==> config.mk <==
export PLATFORM = sky130hd
export DESIGN_NAME = f3m_mult_serial
export DESIGN_NICKNAME = d
export VERILOG_FILES = /design/src/rtl/f3m_mult_serial.sv
export SDC_FILE = /design/constraint.sdc
export NUM_CORES = 2
export LEC_CHECK = 0
export CAP_MARGIN = 10
export CORE_MARGIN = 2
export CORE_UTILIZATION = 60
export CTS_BUF_LIST = sky130_fd_sc_hd__clkbuf_4 sky130_fd_sc_hd__clkbuf_8
export CTS_CLUSTER_SIZE = 40
export DETAILED_ROUTE_END_ITERATION = 7
export GPL_TIMING_DRIVEN = 0
export PLACE_DENSITY = 0.86
export SLEW_MARGIN = 40
export SYNTH_ARGS = -nofsm -noshare
export SYNTH_HDL_FRONTEND = slang
export SYNTH_SLANG_ARGS = --single-unit
export TNS_END_PERCENT = 5
==> constraint.sdc <==
create_clock -name clk -period 4.6 [get_ports clk]
set_input_delay 0.92 -clock clk [delete_from_list [all_inputs] [get_ports clk]]
set_output_delay 0.92 -clock clk [all_outputs]
set_load 0.02 [all_outputs]
==> src/rtl/f3m_mult_serial.sv <==
// Digit-serial GF(3^M) multiplier: C = A*B mod P, optionally + previous C.
// A is consumed MSB-first, D trits per cycle, using Horner's scheme on acc.
module f3m_mult_serial #(
  parameter int M = 97,
  parameter int D = 1,
  parameter logic [2*(M+1)-1:0] PX = 196'h4000000000000000000000000000000000000000001000002
) (
  input  logic             clk,
  input  logic             reset,
  input  logic             start,
  input  logic             accumulate,
  input  logic [2*M-1:0]   a,
  input  logic [2*M-1:0]   b,
  output logic             busy,
  output logic             done,
  output logic [2*M-1:0]   c
);

  localparam int S  = (M + D - 1) / D;
  localparam int AW = 2 * S * D;
  localparam int CW = $clog2(S + 1);

  localparam logic [1:0] IDLE = 2'd0;
  localparam logic [1:0] MULT = 2'd1;
  localparam logic [1:0] ADD  = 2'd2;
  localparam logic [1:0] DONE = 2'd3;

  logic [1:0]    state;
  logic [AW-1:0] a_reg;
  logic [2*M-1:0] b_reg;
  logic [2*M-1:0] acc;
  logic [2*M-1:0] cold;
  logic          acc_flag;
  logic [CW-1:0] cnt;

  logic [2*M-1:0] step;
  logic [2*M-1:0] sh;
  logic [2*M-1:0] sum;
  logic [1:0]     t;
  logic [1:0]     ai;

  function automatic logic [1:0] t_add(input logic [1:0] x, input logic [1:0] y);
    logic [2:0] s;
    s = {1'b0, x} + {1'b0, y};
    return (s >= 3'd3) ? 2'(s - 3'd3) : s[1:0];
  endfunction

  // Negation mod 3 swaps the codes 01 and 10.
  function automatic logic [1:0] t_sub(input logic [1:0] x, input logic [1:0] y);
    return t_add(x, {y[0], y[1]});
  endfunction

  function automatic logic [1:0] t_mul(input logic [1:0] x, input logic [1:0] y);
    logic [1:0] r;
    if (x == 2'd0 || y == 2'd0) r = 2'd0;
    else if (x == 2'd1)         r = y;
    else if (y == 2'd1)         r = x;
    else                        r = 2'd1;
    return r;
  endfunction

  // One MULT cycle: D Horner steps, acc = acc*x mod P + a_i*B per trit.
  always_comb begin
    step = acc;
    sh   = '0;
    t    = '0;
    ai   = '0;
    for (int unsigned j = 0; j < D; j++) begin
      ai = a_reg[AW-1-2*j -: 2];
      t  = step[2*M-1 -: 2];
      sh = {step[2*M-3:0], 2'b00};
      for (int unsigned k = 0; k < M; k++) begin
        step[2*k +: 2] = t_add(t_sub(sh[2*k +: 2], t_mul(t, PX[2*k +: 2])),
                               t_mul(ai, b_reg[2*k +: 2]));
      end
    end
  end

  always_comb begin
    sum = '0;
    for (int unsigned k = 0; k < M; k++) begin
      sum[2*k +: 2] = t_add(acc[2*k +: 2], cold[2*k +: 2]);
    end
  end

  assign busy = (state == MULT) || (state == ADD);
  assign done = (state == DONE);

  // c is loaded on the ADD->DONE edge so it is visible during the DONE cycle.
  always_ff @(posedge clk or negedge reset) begin
    if (!reset) begin
      state    <= IDLE;
      a_reg    <= '0;
      b_reg    <= '0;
      acc      <= '0;
      cold     <= '0;
      acc_flag <= 1'b0;
      cnt      <= '0;
      c        <= '0;
    end else begin
      case (state)
        IDLE, DONE: begin
          if (start) begin
            a_reg    <= AW'(a);
            b_reg    <= b;
            acc_flag <= accumulate;
            cold     <= c;
            acc      <= '0;
            cnt      <= CW'(S);
            state    <= MULT;
          end else begin
            state <= IDLE;
          end
        end
        MULT: begin
          acc   <= step;
          a_reg <= a_reg << (2 * D);
          cnt   <= cnt - CW'(1);
          if (cnt == CW'(1)) state <= ADD;
        end
        ADD: begin
          acc   <= acc_flag ? sum : acc;
          c     <= acc_flag ? sum : acc;
          state <= DONE;
        end
        default: state <= IDLE;
      endcase
    end
  end

endmodule
# Yosys cells after proc, flatten, opt, wreduce, memory -nomap -nowiden
# Cells that the tools add are included.
# totals
wordCells	1689
in_bits	392
reg_bits	980
out_inout_bits	196
# op_classes
add_sub_neg	487
n_eq_ne	105
magnitude_cmp	291
n_reduce_logical	202
muxes	596
# op_table
operator	count
2-bit two-way mux	587
2-bit by 2-bit adder with 3-bit output	195
3-bit by 2-bit >= comparator with 1-bit output (second input constant)	195
194-bit two-way mux	3
194-bit one-hot mux with 3 select lines	1
2-bit subtractor (second input constant)	291
194-bit one-hot mux with 2 select lines	1
2-bit by 1-bit equality test with 1-bit output (second input constant)	100
2-bit zero test	100
2-bit >= comparator (second input constant)	96
1-bit logical OR	98
7-bit one-hot mux with 2 select lines	1
7-bit by 1-bit equality test with 1-bit output (second input constant)	1
7-bit two-way mux	1
7-bit by 1-bit subtractor with 7-bit output (second input constant)	1
2-bit one-hot mux with 3 select lines	1
2-bit equality test (second input constant)	2
2-bit AND reduction	2
2-bit by 1-bit inequality test with 1-bit output (second input constant)	1
2-bit inequality test (second input constant)	1
2-bit nonzero test	1
2-bit OR reduction	1
1-bit two-way mux	1

# Longest topological paths before layout
# logic_depth
word_depth	10
depth_mapped	15
mapped_depth_nobuf	14

# Worst setup path before layout
# Ideal clock, no wire load.
# synth_timing
kind	register to register
start	register acc[193]
end	register acc[24]
t_required_ns	4.533
setup_time_ns	0.067
path_buffers	1
t_arrival_ns	3.337
setup_slack_ns	1.197
path_stages_with_launch	15
synth_period_minus_slack_ns	3.403
path_cell_list	dfrtp_1 > clkbuf_1 > ha_1 > inv_1 > fa_1 > inv_1 > ha_1 > nor3b_1 > a21oi_1 > ha_1 > fa_1 > ha_1 > or4b_2 > a21oi_1 > a221o_1
# synth_between
elab_chain_len	10
elab_cells_between_ends	13
cone_classes	4 x add/sub; 2 x order compare; 1 x eq/ne; 5 x mux; 1 x reduce/logical
# synth_rtl
element	line_no	source
start, declared	31	logic [2*M-1:0] acc;
start signal, assigned	116	acc <= step;
start signal, assigned	122	acc <= acc_flag ? sum : acc;
2-bit by 1-bit equality test with 1-bit output	n/a	
2-bit two-way mux	56	else if (x == 2'd1) r = y;
2-bit two-way mux *	55	if (x == 2'd0 || y == 2'd0) r = 2'd0;
2-bit by 2-bit adder with 3-bit output *	44	s = {1'b0, x} + {1'b0, y};
3-bit by 2-bit >= comparator with 1-bit output or 2-bit subtractor (tied branches)	45	return (s >= 3'd3) ? 2'(s - 3'd3) : s[1:0];
2-bit two-way mux *	45	
2-bit by 2-bit adder with 3-bit output *	44	
3-bit by 2-bit >= comparator with 1-bit output or 2-bit subtractor (tied branches)	45	
2-bit two-way mux *	45	
194-bit one-hot mux with 3 select lines *	101	case (state)
# Every way passes the cells marked *; elsewhere a longest branch is shown, timed or not.
# A chain may end at the register's enable or synchronous reset.

# Worst setup path in the final report
# Same ends and word-level chain as after synthesis.

==> results summary <==
The worst register-to-register path ends at acc[24]. The initial standard-cell utilization of the core is 60.6%. For flop-to-flop paths, the worst setup slack is 0.56 ns. The largest total area in the synthesized netlist belongs to sky130_fd_sc_hd__dfrtp_1. The final critical delay including setup and external delays is 4.04 ns. The transition time of the tightest slew-check pin came out at 0.950 ns. The top cell type by area accounts for 40.4% of the synthesized area.

Entering global routing, the biggest net connects 114 pins. The number of I/O pins came out at 588. The worst relative slew slack is 36.7%. The total wire length is 221 mm.

The share of the Yosys chip area taken by registers is 40.4%. The clock insertion delay at the later pin of the skew report is 0.94 ns. The total count of max-transition violations in the final report is 0. The final-report hold violation count is 0. Setup repair after global routing left no endpoint under its margin. The floorplan step defined a core boundary enclosing 100000 µm².

The largest fanout on the critical path came out at 5. The flow ran to the end, and the final reports show no timing, DRC or antenna violations. The data arrival time of the critical path is 4.90 ns. The post-cts hold buffer count came out at 1. The final layout net count came out at 7803. The final worst-path cycle share came out at 87.8%. In this run the clock root is driven by a sky130_fd_sc_hd__clkbuf_8.

The startpoint identified for the worst hold timing path is start. The cell area after placement is 68600 µm². The setup slack of the critical path after layout is 0.561 ns.

The startpoint identified for the worst register-to-register timing path is acc[193]. The number of different library cells in the post-synthesis netlist came out at 53. The xor-xnor portion of the synthesized cell area came out at 0.0722%.

After floorplanning, the core was divided into 116 placement rows. The number of sinks handled by clock tree synthesis is 980. The number of search-and-repair iterations in the first detailed-routing pass came out at 7. The number of gates given a new drive strength after cts came out at 0.

The number of global-route vias before repair came to 54800. The highest cell delay on the worst timing path came out at 0.61 ns. The final RePlAce weighted congestion is 0.964.

The static power due to leakage is 32.8 nW. The final cell area excluding filler cells came out at 72100 µm². The yosys synthesis warning count is 0. In this run, CTS created clock tree buffers numbering 171. The first global-routing pass estimated 325 mm of wire. The number of synthesized flops with an enable pin came out at 0.

In this run the horizontal extent of the chip is 322 µm. The synthesized instance count came out at 6049. The maximum operating frequency is 0.248 GHz. The via-per-instance ratio came out at 6.57.

The share of layout cells above drive strength 1 is 13.6%. The simple logic cell fraction of the synthesized area is 12.6%. Of all flip-flops after synthesis, the portion carrying an async set or reset was 100%. The setup slack after placement is 0.743 ns. The number of nets still failing antenna checks after routing came out at 0. The hold-critical path depth is 3. The synthesis-to-finish area growth is 18.8%. The kind of cell with the highest combined delay on the critical path is adder cells. The remaining global-route overflow came out at 0. The residual DRC count came out at 0. The total standard cell area after synthesis is 60700 µm².

The total routing resource utilization after global routing is 42.2%. The adder-cell area share of the yosys netlist came out at 14.6%. The average instance in the mapped netlist occupies 10.0 µm². The clock-pin slew on the worst setup and hold paths came out at 0.06 ns.

The via total after detailed routing came out at 54200. The HPWL after detailed placement is 157 mm. The worst setup path is launched from a register. The data required time of the critical path is 5.46 ns. The floorplan step set the die height to 322 µm. After synthesis, the largest family of logic cells by area is compound AO/OA/AOI/OAI gates.

The library cell used most frequently in the layout, excluding fill and tap cells, is sky130_fd_sc_hd__dfrtp_1. Ranked by total cell area, the synthesized netlist is headed by sky130_fd_sc_hd__dfrtp_1, sky130_fd_sc_hd__ha_1, sky130_fd_sc_hd__fa_1. The number of maximum-capacitance constraint violations came out at 0. The proportion of synthesized area in mux cells is 10.6%. Buffers added to address setup during post-CTS repair amount to 0. The count of buffering cells on the critical path with inverters included came out at 3. The path type of the worst min-delay path is primary input to register. The type of the worst setup path is register to register. In the final timing run, aggregate negative setup slack is 0 ns. The count of port buffers added during placement came out at 586. The largest buffer count on any clock path is 3. The H-tree level count came out at 4.

The type of element capturing the critical path is a register. On the final layout, the worst clock skew is 0.0529 ns. The largest individual stage delay along the critical path comes from the cell sky130_fd_sc_hd__or4b_2.

The TritonCTS clock tree is done. VDD sags by at most 0.506 mV. The die footprint came out at 104000 µm². The compound-cell area share of the yosys netlist came out at 15.2%. The sink of the worst hold path is state[0]. Counting stages on the worst path, the most repeated cell is sky130_fd_sc_hd__ha_1.

The number of cells on the worst reg-to-reg path came out at 14. Traced cell by cell, the critical path runs through clkbuf_1 > ha_1 > inv_1 > fa_1 > inv_1 > ha_1 > nor3b_1 > a21oi_1 > ha_1 > fa_1 > ha_1 > or4b_2 > a21oi_1 > a221o_1. The initial antenna violation count is 21. Once layout is complete, the utilization of the core stands at 72.0%. The per-cell routed wire length is 26.7 µm.

The top cell types in the final layout, fill and taps aside, are sky130_fd_sc_hd__dfrtp_1, sky130_fd_sc_hd__inv_1, sky130_fd_sc_hd__o21ai_0. The cell area power density is 808 nW/µm². For this block, the initial DRC count from the detailed router was 6410. The most frequently used flop master after synthesis is sky130_fd_sc_hd__dfrtp_1.

The total setup violations reported at the end of the flow is 0. The flop and latch count out of synthesis came out at 980. When the netlist entered floorplanning its net count stood at 7031.
==> tightest hold or removal path, delay by kind of cell <==
family | cells | cell delay, ns
buf+inv | 1 | 0.18
compound gates | 1 | 0.17
mux | 1 | 0.09
==> metrics by stage <==
stage	std cells	hold WS [ns]	power, mW
2_1_floorplan	6049	0.448	36.0
3_3_place_gp	7933	0.460	46.3
3_5_place_dp	7945	0.470	48.2
4_1_cts	8244	0.466	56.9
5_1_grt	8246	0.496	61.1
6_report	8255	0.463	58.2
==> cells in the mapped netlist (all sizes together), types with 2 or more instances <==
cell type    n
or4b        53
nor2b      343
mux2       343
nor2       194
ha         395
o22a         2
inv        607
nand4       60
a22o        99
nand2b      51
dfrtp      980
a221o       67
xor2         3
nor3       118
a211oi       2
nand2      591
fa         195
o311a        2
a22oi       28
a21oi      127
o211ai      33
a31oi       90
o22ai        2
nand3        8
o21ai      659
nor4         2
o31ai       90
nand4b      33
nand3b      49
buf        198
o221ai     112
clkbuf     126
o21bai      53
xnor2        2
mux2i      258
o311ai      63
or3          3
o21a         2
==> cells by family (layout without fill, tap and decap cells) <==
group	Yosys count	count (layout)
adder cells (fa/ha/maj)	590	590
other	0	11
multiplexers	601	601
AO/OA/AOI/OAI	1434	1434
buffers and inverters	931	1828
flip-flops	980	980
AND/OR/NAND/NOR	1508	1508
XOR/XNOR	5	5
==> how the worst max path moves through the flow <==
stage	startpoint	end	slack (ns)	cells after the start
after floorplan	acc[193]	acc[24]	1.20	14
after global placement	reset	a_reg[177]	-41.71	1
after detailed placement	a_reg[192]	acc[0]	0.74	9
after CTS	acc[193]	acc[24]	0.70	14
after global routing	a_reg[192]	acc[186]	0.53	9
final	acc[193]	acc[24]	0.56	14
==> final cells by class <==
cell class	instances	area (µm²)
flip-flops and latches	980	24500
multi-input cells	4138	32200
clock inverters	38	269
inverters	607	2280
well taps	1298	1620
diodes	11	27.5
clock buffers	260	3250
fillers	7121	28000
plain buffers	324	1720
repair buffers	599	6200
==> routing by layer <==
layer	wire [µm]	track usage, %	vias up
li1	-	-	22900
met1	74400	48.7	26300
met2	93500	62.5	3899
met3	31800	16.6	1145
met4	20600	33.5	26
met5	203	0	-
==> power breakdown <==
part | switching [mW] | internal [mW]
logic | 21.1 | 13.1
registers | 3.26 | 12.3
clock network | 3.95 | 4.55
total | 28.3 | 29.9
Power figures use the tool's default switching activity.
